## config.mk

```make
export PLATFORM = sky130hd
export DESIGN_NAME = sar_search_4bit
export DESIGN_NICKNAME = d
export VERILOG_FILES = /design/src/rtl/sar_search_4bit.sv
export SDC_FILE = /design/constraint.sdc
export NUM_CORES = 1
export LEC_CHECK = 0
export BUFFER_PORTS_ARGS = -buffer_cell sky130_fd_sc_hd__buf_4
export CAP_MARGIN = 10
export CORE_MARGIN = 1.5
export CORE_UTILIZATION = 50
export CTS_CLUSTER_DIAMETER = 80
export CTS_CLUSTER_SIZE = 12
export DETAILED_ROUTE_END_ITERATION = 16
export GPL_ROUTABILITY_DRIVEN = 0
export PLACE_DENSITY = 0.81
export SLEW_MARGIN = 5
export SYNTH_ARGS = -nofsm -noshare
export SYNTH_HDL_FRONTEND = slang
export SYNTH_SLANG_ARGS = --single-unit
```

## constraint.sdc

```tcl
create_clock -name clk -period 2.1 [get_ports clk]
set_clock_uncertainty 0.1 [all_clocks]
set_input_delay 0.21 -clock clk [delete_from_list [all_inputs] [get_ports clk]]
set_output_delay 0.21 -clock clk [all_outputs]
set_load 0.1 [all_outputs]
```

## src/rtl/sar_search_4bit.sv

```systemverilog
// Successive-approximation search: drives trial values to an external comparator and recovers the unknown target bit by bit, MSB first.
// The first guess appears one cycle after an accepted start. A search then takes 1 to WIDTH cycles, and done pulses on the following cycle.
module sar_search_4bit #(
  parameter int WIDTH = 4
) (
  input  logic             clk,
  input  logic             rst,
  input  logic             start,
  output logic [WIDTH-1:0] guess,
  input  logic             equal,
  input  logic             greater,
  input  logic             lesser,
  output logic             busy,
  output logic             done,
  output logic             found,
  output logic             error,
  output logic [WIDTH-1:0] result
);

  localparam int KW = (WIDTH > 2) ? $clog2(WIDTH) : 1;

  localparam logic [1:0] IDLE   = 2'd0;
  localparam logic [1:0] SEARCH = 2'd1;
  localparam logic [1:0] DONE   = 2'd2;

  logic [1:0]       state;
  logic [KW-1:0]    k;
  logic [WIDTH-1:0] bit_k;
  logic [WIDTH-1:0] kept;
  logic             one_hot;

  always_comb begin
    bit_k   = {{(WIDTH-1){1'b0}}, 1'b1} << k;
    kept    = greater ? (guess & ~bit_k) : guess;
    one_hot = ({equal, greater, lesser} == 3'b100) ||
              ({equal, greater, lesser} == 3'b010) ||
              ({equal, greater, lesser} == 3'b001);
  end

  always_ff @(posedge clk) begin
    if (rst) begin
      state  <= IDLE;
      guess  <= '0;
      k      <= '0;
      busy   <= 1'b0;
      done   <= 1'b0;
      found  <= 1'b0;
      error  <= 1'b0;
      result <= '0;
    end else begin
      case (state)
        IDLE: begin
          done <= 1'b0;
          if (start) begin
            state  <= SEARCH;
            guess  <= {1'b1, {(WIDTH-1){1'b0}}};
            k      <= KW'(WIDTH-1);
            busy   <= 1'b1;
            found  <= 1'b0;
            error  <= 1'b0;
            result <= '0;
          end else begin
            guess <= '0;
          end
        end
        SEARCH: begin
          if (!one_hot || equal || (k == '0)) begin
            state <= DONE;
            busy  <= 1'b0;
            done  <= 1'b1;
            guess <= '0;
            k     <= '0;
            // A broken comparator invalidates everything decided so far.
            if (!one_hot) begin
              error  <= 1'b1;
              found  <= 1'b0;
              result <= '0;
            end else begin
              found  <= 1'b1;
              result <= equal ? guess : kept;
            end
          end else begin
            guess <= kept | (bit_k >> 1);
            k     <= k - 1'b1;
          end
        end
        DONE: begin
          state <= IDLE;
          done  <= 1'b0;
          guess <= '0;
        end
        default: begin
          state <= IDLE;
          guess <= '0;
          busy  <= 1'b0;
          done  <= 1'b0;
        end
      endcase
    end
  end

endmodule

```

Word level (Yosys, flattened, before mapping)
Cells that the tools add are included.
- input bits: 6
- register bits after elaboration: 16
- logic and storage cells: 62
- output and inout port bits: 12
- $add $sub $neg: 1
- equal/unequal tests: 8
- reduce and logical (&&, ||, !) cells: 14
- multiplexer cells: 25
- bitwise logic cells: 5
- shift-type cells: 1
- operator list (cell ; number):
    two-way mux 4 bit ; 7
    one-hot mux 4 bit (2 select lines) ; 2
    two-way mux 2 bit ; 4
    one-hot mux 2 bit (2 select lines) ; 2
    two-way mux 1 bit ; 7
    != test 2 bit, second input constant ; 3
    AND reduction 3 bit ; 2
    bitwise AND 4 bit ; 1
    logical NOT 2 bit ; 2
    logical OR 1 bit ; 4
    inverter 4 bit ; 1
    OR 4 x 3 -> 4 bit ; 1
    one-hot mux 1 bit (2 select lines) ; 2
    AND reduction 2 bit ; 2
    AND reduction 4 bit ; 1
    << shifter 1 x 2 -> 4 bit, first input constant ; 1
    == test 3 x 1 -> 1 bit, second input constant ; 1
    == test 3 x 2 -> 1 bit, second input constant ; 1
    == test 3 bit, second input constant ; 1
    one-hot mux 1 bit (3 select lines) ; 1
    == test 2 x 1 -> 1 bit, second input constant ; 1
    == test 2 bit, second input constant ; 1
    inverter 1 bit ; 2
    nonzero test 2 bit ; 1
    other kinds (3) ; 3

Depth between registers and ports, before layout
- word-level depth: 8
- mapped depth: 7
- mapped depth without buffers: 6

Worst setup path after synthesis
Ideal clock, no wire load.
- kind: reg2reg
- start: reg k[0]
- end: reg result[0]
- cell stages (with the launch flop): 8
- arrival: 1.661 ns
- buffers on the path: 1
- data required time: 1.908 ns
- slack: 0.247 ns
- library setup time: 0.092 ns
- clock period less this slack: 1.853 ns
- path through: dfxtp_1 inv_1 ha_1 nor2_1 and2_1 buf_6 or4b_4 o32ai_1
- word-level cells in the longest chain between the ends: 8
- elaborated cells on any way between the ends: 12
- those cells by class: 1 x eq/ne; 1 x shift; 5 x mux; 2 x bitwise; 3 x reduce/logical
- RTL lines (what ; RTL line ; text):
    start, declared ; 27 ; logic [KW-1:0] k;
    start signal, assigned ; 57 ; k <= KW'(WIDTH-1);
    start signal, assigned ; 84 ; k <= k - 1'b1;
    << shifter 1 x 2 -> 4 bit ; 33 ; bit_k = {{(WIDTH-1){1'b0}}, 1'b1} << k;
    inverter 4 bit ; 34 ; kept = greater ? (guess & ~bit_k) : guess;
    bitwise AND 4 bit ; 34 ;
    two-way mux 4 bit ; 34 ;
    two-way mux 4 bit ; 80 ; result <= equal ? guess : kept;
    two-way mux 4 bit ; 74 ; if (!one_hot) begin
    two-way mux 4 bit ; 67 ; if (!one_hot || equal || (k == '0)) begin
    one-hot mux 4 bit (2 select lines) ; 51 ; case (state)
    end signal, assigned ; 80 ;
    end, declared ; 17 ; output logic [WIDTH-1:0] result
Several ways; a longest one is shown, not always the timed one. The select of a mux whose other input is x is not followed.
A chain may end at the register's enable or synchronous reset.

Worst setup path after layout
- start: reg k[0]
- end: reg result[3]
The elaborated chain is that of the path after synthesis.

==> impl_metrics.toml <==
[timing]
finalMaxSlewViolations = 0
setup_violations = 0
rsz0062_at_grt = "no"
timing_hold_violations_final = 0
fin_crit_sh = 0.908
slew_headroom = 0.719
whs_ps = 109
clock.fmax_mhz = 525
setup_tns_ps = 0
worst_slew_pin_slew_ps = 420
min_period_ps = 1910

[floorplan]
ioPinCount = 18
die_y_um = 41.8
dieArea_um2 = 1740
std_cell_rows = 13
die_x_um = 41.8
core_um2 = 1350
start_util = 0.556

[synthesis]
synth_ff_type = "dfxtp_1"
synth.distinct_cells = 22
synth_nets = 100
ys_warn_count = 0
synth_edf_count = 0
syn_area_per_cell_um2 = 8.34
netlist_area_um2 = 751
yosysSeqAreaShare = 0.427
synth-async-reset-ratio = 0
ys_ff_latch = 16
postSynthCellCount = 90

[place]
hpwlAfterDp_um = 1140
port_buffers = 17
dp.cells = 119

[grt]
globalRouteOverflowTotal = 0
grt_pass1_vias = 632
grt_max_degree = 18
grt_usage = 0.190
grt_pass1_wl_um = 2570
antenna_found_initial = 0

[clock_network]
cts_tree = "done"
htree_num_levels = 1
cts.sinks = 16
cts-root-buf = "clkbuf_4"
hold_buffers = 0
post-cts-setup-buffers = 0
cts-buffers-inserted = 3
worstSkewPairLatency_ps = 290
cts.repair.resized = 0
clkSlewWorstSetupHoldPaths_ps = 80
clockBufferDepth = 2

[power]
ir_drop_uv = 431
p_sw_frac = 0.304
p_per_area_nw_per_um2 = 729
power_frac_seq = 0.494
internal_power_uw = 466
combinationalPowerShare = 0.208
p_leak_nw = 0.367
clkPwrFrac = 0.299
p_switching_uw = 203

[final_layout]
syn_to_final_growth_pct = 22.3
final_cells = 123
n_antenna_cell = 0
drive_gt1_frac = 0.213
nNetsFinal = 119

[routing]
num_vias = 677
antenna_left = 0
drtIter0Drc = 14
detail_route.first_pass.iterations = 4
wirelength_um = 1510
vias_per_cell = 5.50
routedWlPerCell_um = 12.3
remaining_drc_errors = 0

[setup_path]
crit_cells = 6
reg2reg_to = "result[3]"
worst-path-max-fanout = 5
startpoint = "k[0]"
r2r-start = "k[0]"
crit_type = "flop to flop"
endpoint_kind = "flop"
cp_top_family = "simple AND/OR/NAND/NOR gates"
critPathLaunchType = "flop"
max_stage_delay_ps = 540
cp_cell_sequence = "inv_1, ha_1, nor2_1, and2_1, or4b_4, o32ai_1"
path_buf_inv = 1
critPathSlowestCell = "or4b_4"
r2r_slack_ps = 190
reg2regPathDepth = 6
arrival_ps = 1990
required_ps = 2180
setup.worst_path.end = "result[3]"

[outcome]
status = "complete, no violations"

[min_path]
hold_class = "primary input to flop"

[run]
cap_violations = 0
cells by family (layout without fill, tap and decap cells):
| logic type | after synthesis | in the layout | share of synthesized area |
|---|---|---|---|
| AOI/OAI and AO/OA | 24 | 24 | 0.197 |
| adders and majority gates | 4 | 4 | 0.0667 |
| DFF | 16 | 16 | 0.427 |
| xor gates and xnor gates | 1 | 1 | 0.0117 |
| and+or+nand+nor | 38 | 38 | 0.253 |
| buffers and inverters | 7 | 25 | 0.0450 |
final cells by class:
class                   instances  area, um^2
inverters                       3        11.3
well taps                      15        18.8
fillers                       119         432
clock buffers                   4        36.3
multi-input cells              67         397
flip-flops and latches         16         320
repair buffers                 18         135
metrics by stage:
| step | instance area, um^2 | setup WS, ps | utilization | total power, mW |
|---|---|---|---|---|
| 3_3_place_gp | 882 | 307 | 0.653 | 0.472 |
| 3_5_place_dp | 882 | 212 | 0.653 | 0.474 |
| 4_1_cts | 918 | 181 | 0.680 | 0.673 |
| 6_report | 918 | 194 | 0.680 | 0.669 |
| 5_1_grt | 918 | 97.6 | 0.680 | 0.700 |
| 2_1_floorplan | 751 | 247 | - | 0.442 |
layer usage:
| layer | vias up | wire (um) | track usage |
|---|---|---|---|
| met5 | - | 0 | 0 |
| met4 | 0 | 41 | 0.123 |
| met3 | 6 | 60 | 0.0261 |
| met2 | 16 | 727 | 0.322 |
| met1 | 310 | 681 | 0.222 |
| li1 | 345 | - | - |
synth_stat cells, types with 3 or more instances:
cell type	instances	area, um^2
dfxtp_1	16	320
nor2b_1	3	18.8
nor3_1	3	15.0
o32ai_1	4	35.0
nor2_1	6	22.5
o21ai_0	5	25.0
ha_1	4	50.1
nand2_1	15	56.3
nand2b_1	8	50.1
inv_1	3	11.3
a21oi_1	10	50.1
registers in the layout, summed over array words and instances (netlist names):
register and flops:
busy 1, done 1, error 1, found 1, guess 4, k 2
result 4, state 2
worst register-to-register path: stages (launching register included):
cell and delay [ps]:
dfxtp_1 350, inv_1 100, ha_1 190, nor2_1 60, and2_1 170, or4b_4 540, o32ai_1 290
how the worst min path moves through the flow:
| stage | start | endpoint | cells after the start | slack, ps |
|---|---|---|---|---|
| floorplan | greater | guess[2] | 3 | 300 |
| global placement | done | done | 2 | 350 |
| detailed placement | done | done | 2 | 360 |
| CTS | rst | busy | 2 | 100 |
| global route | rst | state[0] | 2 | 110 |
| finish | rst | busy | 2 | 110 |
cell usage in the layout, fill, tap and decap left out:
| cell | instances |
|---|---|
| a41oi_1 | 1 |
| and2_1 | 1 |
| nor2_1 | 6 |
| nand2_1 | 15 |
| a21oi_1 | 10 |
| o21ai_0 | 5 |
| a21boi_0 | 1 |
| o32ai_1 | 4 |
| inv_1 | 3 |
| ha_1 | 4 |
| a31oi_1 | 1 |
| nand2b_1 | 8 |
| o21bai_1 | 2 |
| or4b_4 | 1 |
| dfxtp_1 | 16 |
| nor2b_1 | 3 |
| nor3_1 | 3 |
| buf_4 | 18 |
| xor2_1 | 1 |
| clkbuf_4 | 3 |
| nand3b_1 | 1 |
| clkbuf_8 | 1 |
power groups by stage:
stage	sequential (mW)	clock (mW)	combinational [mW]
CTS	0.330	0.204	0.139
detailed placement	0.337	0	0.138
global placement	0.335	0	0.136
global route	0.332	0.217	0.150
floorplan	0.376	0	0.0656
finish	0.330	0.200	0.139
No activity file was read; power rests on OpenSTA's default activity.
